`src/rtl/cdb_arbiter.sv`:
```
// Round-robin Common Data Bus arbiter: the one-hot grant is combinational, and the registered broadcast appears one cycle after the grant.
// There is no backpressure: the CDB is always accepted, and each requester holds its result until it is granted.
`ifndef ROB_ID_WIDTH
`define ROB_ID_WIDTH 6
`endif

module cdb_arbiter #(
    parameter int NUM_SRC  = 4,
    parameter int XLEN     = 32,
    parameter int ROB_ID_W = `ROB_ID_WIDTH,
    localparam int SRC_W   = $clog2(NUM_SRC)
) (
    input  logic                         clk,
    input  logic                         rst,
    input  logic                         flush,
    input  logic [NUM_SRC-1:0]           req_valid_i,
    input  logic [NUM_SRC*XLEN-1:0]      req_data_i,
    input  logic [NUM_SRC*ROB_ID_W-1:0]  req_rob_id_i,
    output logic [NUM_SRC-1:0]           grant_o,
    output logic                         cdb_valid_o,
    output logic [XLEN-1:0]              cdb_data_o,
    output logic [ROB_ID_W-1:0]          cdb_rob_id_o,
    output logic [SRC_W-1:0]             cdb_src_o
);

    logic [SRC_W-1:0]    rr_ptr_q, rr_ptr_d;
    logic                cdb_valid_q, cdb_valid_d;
    logic [XLEN-1:0]     cdb_data_q, cdb_data_d;
    logic [ROB_ID_W-1:0] cdb_rob_id_q, cdb_rob_id_d;
    logic [SRC_W-1:0]    cdb_src_q, cdb_src_d;

    logic                win_vld;
    logic [SRC_W-1:0]    win_idx;
    logic                blk;
    int                  idx;

    assign blk = rst | flush;

    // Scan from rr_ptr upward, wrapping modulo NUM_SRC; the first requester wins.
    always_comb begin
        win_vld = 1'b0;
        win_idx = '0;
        idx     = 0;
        for (int i = 0; i < NUM_SRC; i++) begin
            idx = int'(rr_ptr_q) + i;
            if (idx >= NUM_SRC) idx = idx - NUM_SRC;
            if (!win_vld && req_valid_i[SRC_W'(idx)]) begin
                win_vld = 1'b1;
                win_idx = SRC_W'(idx);
            end
        end
    end

    always_comb begin
        grant_o = '0;
        if (win_vld && !blk) grant_o[win_idx] = 1'b1;
    end

    always_comb begin
        rr_ptr_d     = rr_ptr_q;
        cdb_valid_d  = 1'b0;
        cdb_data_d   = cdb_data_q;
        cdb_rob_id_d = cdb_rob_id_q;
        cdb_src_d    = cdb_src_q;
        if (flush) begin
            rr_ptr_d     = '0;
            cdb_data_d   = '0;
            cdb_rob_id_d = '0;
            cdb_src_d    = '0;
        end else if (win_vld) begin
            rr_ptr_d     = (win_idx == SRC_W'(NUM_SRC-1)) ? '0 : win_idx + 1'b1;
            cdb_valid_d  = 1'b1;
            cdb_data_d   = req_data_i[win_idx*XLEN +: XLEN];
            cdb_rob_id_d = req_rob_id_i[win_idx*ROB_ID_W +: ROB_ID_W];
            cdb_src_d    = win_idx;
        end
    end

    always_ff @(posedge clk) begin
        if (rst) begin
            rr_ptr_q     <= '0;
            cdb_valid_q  <= 1'b0;
            cdb_data_q   <= '0;
            cdb_rob_id_q <= '0;
            cdb_src_q    <= '0;
        end else begin
            rr_ptr_q     <= rr_ptr_d;
            cdb_valid_q  <= cdb_valid_d;
            cdb_data_q   <= cdb_data_d;
            cdb_rob_id_q <= cdb_rob_id_d;
            cdb_src_q    <= cdb_src_d;
        end
    end

    assign cdb_valid_o  = cdb_valid_q;
    assign cdb_data_o   = cdb_data_q;
    assign cdb_rob_id_o = cdb_rob_id_q;
    assign cdb_src_o    = cdb_src_q;

endmodule
```
`config.mk`:
```
export PLATFORM = sky130hd
export DESIGN_NAME = cdb_arbiter
export DESIGN_NICKNAME = d
export VERILOG_FILES = /design/src/rtl/cdb_arbiter.sv
export SDC_FILE = /design/constraint.sdc
export NUM_CORES = 1
export LEC_CHECK = 0
export ABC_CLOCK_PERIOD_IN_PS = 5840
export CELL_PAD_IN_SITES_DETAIL_PLACEMENT = 1
export CELL_PAD_IN_SITES_GLOBAL_PLACEMENT = 2
export CORE_MARGIN = 8
export CORE_UTILIZATION = 20
export CTS_BUF_LIST = sky130_fd_sc_hd__clkbuf_2
export DETAILED_ROUTE_END_ITERATION = 7
export PLACE_DENSITY = 0.95
export SETUP_SLACK_MARGIN = 0.2
export SLEW_MARGIN = 20
export SYNTH_ARGS = -nofsm -noshare
export SYNTH_HDL_FRONTEND = slang
export SYNTH_SLANG_ARGS = --single-unit
```
`constraint.sdc`:
```
create_clock -name clk -period 5.84 [get_ports clk]
set_clock_uncertainty 0.1 [all_clocks]
set_input_delay 1.168 -clock clk [delete_from_list [all_inputs] [get_ports clk]]
set_output_delay 1.168 -clock clk [all_outputs]
set_load 0.02 [all_outputs]
```
==> results of run 1 <==
==> through the flow <==
step           std cells  cell area (µm²)  utilization  setup WS, ps
5_1_grt              705             5000        0.360          1030
2_1_floorplan        342             2850            -          1990
6_report             705             5000        0.360          1180
3_3_place_gp         696             4930        0.355          1260
4_1_cts              704             5000        0.360          1170
3_5_place_dp         696             4930        0.355          1170
==> registers in the layout (all words and copies together), names as in the netlist <==
signal,count
cdb_data_o,32
cdb_rob_id_o,6
cdb_src_o,2
rr_ptr_q,2
cdb_valid_o,1
==> routing by layer <==
layer	vias to the layer above	GRT usage
met2	112	0.248
li1	1608	-
met4	0	0.0370
met1	1584	0.151
met5	-	0
met3	9	0.0453
==> worst max-delay path: cells and delay by family <==
family	cells	cell delay (ps)
AO/OA/AOI/OAI	1	160
AND/OR/NAND/NOR	3	700
buffers and inverters	2	1150
adder cells (fa/ha/maj)	1	210
==> cells in the mapped netlist <==
cell,instances
o21ai_1,12
buf_4,4
nand2_2,1
buf_12,3
a21oi_1,4
nor4_2,1
nor2_1,5
clkbuf_1,17
inv_2,2
inv_1,1
and2_1,2
and3_1,38
a21boi_1,9
ha_1,2
nand2b_1,2
a21o_1,1
o211ai_1,38
mux2i_1,38
dfxtp_1,43
nor3_1,2
a21boi_0,29
nor3_2,1
nand2b_4,1
nor4_1,1
nand2_1,42
buf_2,6
or2_0,1
nor2b_1,2
o21a_1,1
and2_4,1
buf_6,4
or4_4,1
o21ai_0,26
a311o_2,1
==> final cells by class <==
class	instances	area, µm²
fillers	1701	8880
multi-input cells	262	1770
flip-flops and latches	43	861
well taps	180	225
clock inverters	3	38.8
diodes	1	2.50
clock buffers	5	25.0
repair buffers	208	2070
inverters	3	11.3
==> path summary, 6_finish.rpt <==
path	from	to	slack, ps
max	req_valid_i[2]	grant_o[3]	1180
min	cdb_src_o[0]	cdb_src_o[0]	390
max reg2reg	rr_ptr_q[0]	cdb_data_o[13]	3660
min reg2reg	cdb_src_o[0]	cdb_src_o[0]	390
==> report_power, final <==
group / total [mW] / leakage, nW / switching, mW / internal [mW]
Sequential: 0.331 / 0.353 / 0.0126 / 0.318
Combinational: 0.346 / 1.47 / 0.152 / 0.193
Clock: 0.178 / 0.0404 / 0.108 / 0.0704
==> cell families after synthesis <==
family | Yosys count | synth area share
AND/OR/NAND/NOR | 101 | 0.188
flip-flops | 43 | 0.302
adder cells (fa/ha/maj) | 2 | 0.00878
AO/OA/AOI/OAI | 121 | 0.283
buffers and inverters | 37 | 0.0843
multiplexers | 38 | 0.133
==> impl_metrics.ini, run 1 <==
[run_status]
status = complete, no violations

[cells_and_area]
nets = 684
syn_to_final_growth_pct = 75.4
drive_gt1_frac = 0.0439
layout_commonest_cell = clkdlybuf4s50_1
mostFrequentLayoutCells = clkdlybuf4s50_1, dfxtp_1, nand2_1

[die]
rows = 43
core-area_mm2 = 0.0139
die_w_um = 135
io_pins = 204
start_util = 0.205
die_area_mm2 = 0.0183
die_h_um = 135

[timing]
hold_slack_ps = 387
setup_violations = 0
finalCritPeriodShare = 0.798
drv_slew = 0
min_period_ps = 4660
worst_slew_pin_slew_ps = 981
rsz0062_at_grt = false
hold_violations = 0
tns_ps = 0
max_slew_margin = 0.344
fmax_mhz = 215

[logic_synthesis]
syn-instance-count = 342
synth_area_leader_cell = dfxtp_1
synth.yosys.seq_area_share = 0.302
ys_types = 34
avgSynthCellArea_um2 = 8.33
yosysTopAreaCellShare = 0.302
synthTopCellsByArea = dfxtp_1, mux2i_1, o211ai_1
netlist_area_mm2 = 0.00285
yosys_warnings = 0
ys_seq_elements = 43
syn_nets = 503

[global_route]
grt_max_degree = 77
antenna_found_initial = 1
first_global_vias = 3787
grt_pass1_wl_mm = 20.3
grt_usage = 0.137
grt_overflow = 0

[setup_path]
required_ps = 4570
cp_max_fo = 19
crit_chain = clkdlybuf4s50_1 > nor2b_1 > a311o_2 > and2_4 > ha_1 > and2_1 > clkdlybuf4s50_1
critPathSlowestCell = clkdlybuf4s50_1
crit_path_end_kind = primary output
critPathKind = in2out
crit_top_cell = clkdlybuf4s50_1
cpPeakStageDelay_ps = 600
arrival_ps = 3390
cp-start-kind = primary input
worst-r2r-cell-count = 6

[power_and_ir_drop]
fin_total_pwr_uw = 855
power_leakage_nw = 1.87
ir_worst_vdd_uv = 115
pwr_density_cell_mw_per_mm2 = 171

[detailed_routing]
ant_nets = 0
routedWlPerCell_um = 18.5
wl_met3_um = 966
drc = 0
wl_met2_mm = 6.70
via_per_inst = 4.70
vias = 3313
drt_pass1_iterations = 4
wl_met1_mm = 5.25
drt-total-wl_mm = 13.0
highest_layer = met4
drt_iter0_markers = 46

[min_path]
hold_depth = 2
min_path_type = reg2reg

[clock_tree]
cts_resized = 0
holdBufCountCts = 0
cts_setup_buffers = 0
clk_pin_slew_ps = 270
cts_max_level = 2
cts.path.max_buffers = 2
cts-root-buf = clkbuf_2
insertion_delay_ps = 390
cts_buffers = 5
clkSinkCount = 43
cts_tree = done

[job]
maxCapViolCount = 0

[place]
post-dp-hpwl_mm = 9.97
numPortBuffers = 203
place.gp.congestion = 0.782
Power figures use the tool's default switching activity.
==> run 2: changes to the inputs <==
--- a/config.mk
+++ b/config.mk
@@ -5,14 +5,14 @@
 export SDC_FILE = /design/constraint.sdc
 export NUM_CORES = 1
 export LEC_CHECK = 0
-export ABC_CLOCK_PERIOD_IN_PS = 5840
+export ABC_CLOCK_PERIOD_IN_PS = 3900
 export CELL_PAD_IN_SITES_DETAIL_PLACEMENT = 1
 export CELL_PAD_IN_SITES_GLOBAL_PLACEMENT = 2
 export CORE_MARGIN = 8
-export CORE_UTILIZATION = 20
+export CORE_UTILIZATION = 16
 export CTS_BUF_LIST = sky130_fd_sc_hd__clkbuf_2
 export DETAILED_ROUTE_END_ITERATION = 7
-export PLACE_DENSITY = 0.95
+export PLACE_DENSITY = 0.88
 export SETUP_SLACK_MARGIN = 0.2
 export SLEW_MARGIN = 20
 export SYNTH_ARGS = -nofsm -noshare
==> constraint.sdc (replaced) <==
create_clock -name clk -period 3.9 [get_ports clk]
set_clock_uncertainty 0.1 [all_clocks]
set_input_delay 0.78 -clock clk [delete_from_list [all_inputs] [get_ports clk]]
set_output_delay 0.78 -clock clk [all_outputs]
set_load 0.02 [all_outputs]
==> run 2 against run 1 <==
Cell count grew 7.1%. Clock-buffer cell count grew 1. Sequential power grew 50%. Utilization shrank 7.4 points. Critical endpoint unchanged.
==> impl_metrics.ini, run 2 (synthesized netlist as in run 1, its figures left out) <==
[global_route]
grt_overflow = 0
antenna_found_initial = 0
grt_usage = 0.117
first_global_vias = 3746
grt_pass1_wl_mm = 20.6
grt_max_degree = 77

[clock_tree]
clkSinkCount = 43
cts.path.max_buffers = 2
clk_pin_slew_ps = 210
insertion_delay_ps = 450
cts_setup_buffers = 0
cts_tree = done
holdBufCountCts = 0
cts_max_level = 2
cts_buffers = 5
cts-root-buf = clkbuf_2

[cells_and_area]
regArea_um2 = 861
mostFrequentLayoutCells = clkdlybuf4s50_1, dfxtp_1, nand2_1
fill_cells = 2055
largest_reg_flops = 32
multi_input_area_mm2 = 0.00178
syn_to_final_growth_pct = 77.8
utilization = 0.286
n_antenna_cell = 0
drive_gt1_frac = 0.0475
layout_commonest_cell = clkdlybuf4s50_1
nets = 686

[timing]
hold_violations = 0
setup_violations = 0
finalCritPeriodShare = 0.909
worst_slew_pin_slew_ps = 682
fmax_mhz = 282
min_period_ps = 3540
tns_ps = 0
drv_slew = 0
worst_slack_ps = 357
rsz0062_at_grt = false
max_slew_margin = 0.546

[die]
die_area_mm2 = 0.0223
rows = 49
die_h_um = 149
io_pins = 204
core-area_mm2 = 0.0177
die_w_um = 149
start_util = 0.161

[power_and_ir_drop]
fin_total_pwr_mw = 1.23
p_int_uw = 811
p_sw_frac = 0.340
p_switching_uw = 418
ir_worst_vdd_uv = 117
clockPowerShare = 0.172
power_frac_comb = 0.424
p_seq_frac = 0.404
pwr_density_cell_mw_per_mm2 = 243
power_leakage_nw = 1.90

[setup_path]
cp-start-kind = primary input
cpPeakStageDelay_ps = 560
required_ps = 3020
reg2reg_slack_ps = 1670
cp.depth = 7
rr_endpoint = cdb_data_o[12]
critPathSlowestCell = clkdlybuf4s50_1
crit_path_end_kind = primary output
arrival_ps = 2660
crit_start = req_valid_i[1]
critPathKind = in2out
cp_top_family = buffers and inverters
cp_max_fo = 6
crit_chain = clkdlybuf4s50_1 > inv_1 > a311o_2 > and2_4 > ha_1 > and2_1 > dlygate4sd2_1
rr_startpoint = rr_ptr_q[1]
worst-r2r-cell-count = 6
crit_buf_inv = 3

[min_path]
min_to = cdb_data_o[28]
min-delay-start = cdb_data_o[28]
min_path_type = reg2reg
hold_depth = 2

[place]
post-dp-hpwl_mm = 10.3
pre_cts_ws_ps = 54.9
numPortBuffers = 203
place.gp.congestion = 0.844

[detailed_routing]
drc = 0
via_per_inst = 4.41
routedWlPerCell_um = 17.7
drt_pass1_iterations = 4
ant_nets = 0
vias = 3333
drt-total-wl_mm = 13.4
drt_iter0_markers = 73

[run_status]
status = complete, no violations

[job]
maxCapViolCount = 0
run 2: power groups by stage:
stage	Sequential [mW]	Clock, mW	Combinational, mW
after floorplan	0.545	0	0.214
after global placement	0.503	0	0.513
after detailed placement	0.505	0	0.527
after CTS	0.497	0.244	0.529
after global routing	0.502	0.255	0.564
final	0.496	0.212	0.522
run 2: worst reg2reg max path, stage by stage, from the launching register on:
cell      delay [ps]
dfxtp_1          480
nand2_1           80
a311o_2          420
buf_4            340
and3_1           290
o21ai_0          290
o211ai_1         140
run 2: layer usage:
metal	share of wire	global-route usage	wire, µm
met1	0.42	0.131	5610
met2	0.49	0.204	6560
met3	0.072	0.0399	960
met4	0.016	0.0358	218
met5	0	0	0
run 2: layout make-up:
cell class	instances	share of cell area
timing repair buffer	210	0.413
clock inverter	2	0.00148
multi-input combinational	262	0.351
tap	229	0.0565
sequential	43	0.170
clock buffer	6	0.00592
inverter	3	0.00222
run 2: worst max-delay path by stage:
| stage | to |
|---|---|
| after floorplan | grant_o[1] |
| after detailed placement | grant_o[2] |
| after CTS | grant_o[0] |
| after global placement | grant_o[2] |
| after global routing | grant_o[2] |
| final | grant_o[3] |
run 2: through the flow:
| step | instances | area (µm²) | hold WS (ps) |
|---|---|---|---|
| CTS | 755 | 5060 | 408 |
| detailed placement | 747 | 5020 | 371 |
| finish | 755 | 5070 | 400 |
| floorplan | 342 | 2850 | 370 |
| global route | 755 | 5070 | 427 |
| global placement | 747 | 5020 | 364 |
run 2: timing repair:
| action | CTS | global route |
|---|---|---|
| setup endpoints to repair | 3 | 2 |
| resized for setup | 4 | 2 |
| pin swaps | 0 | 1 |
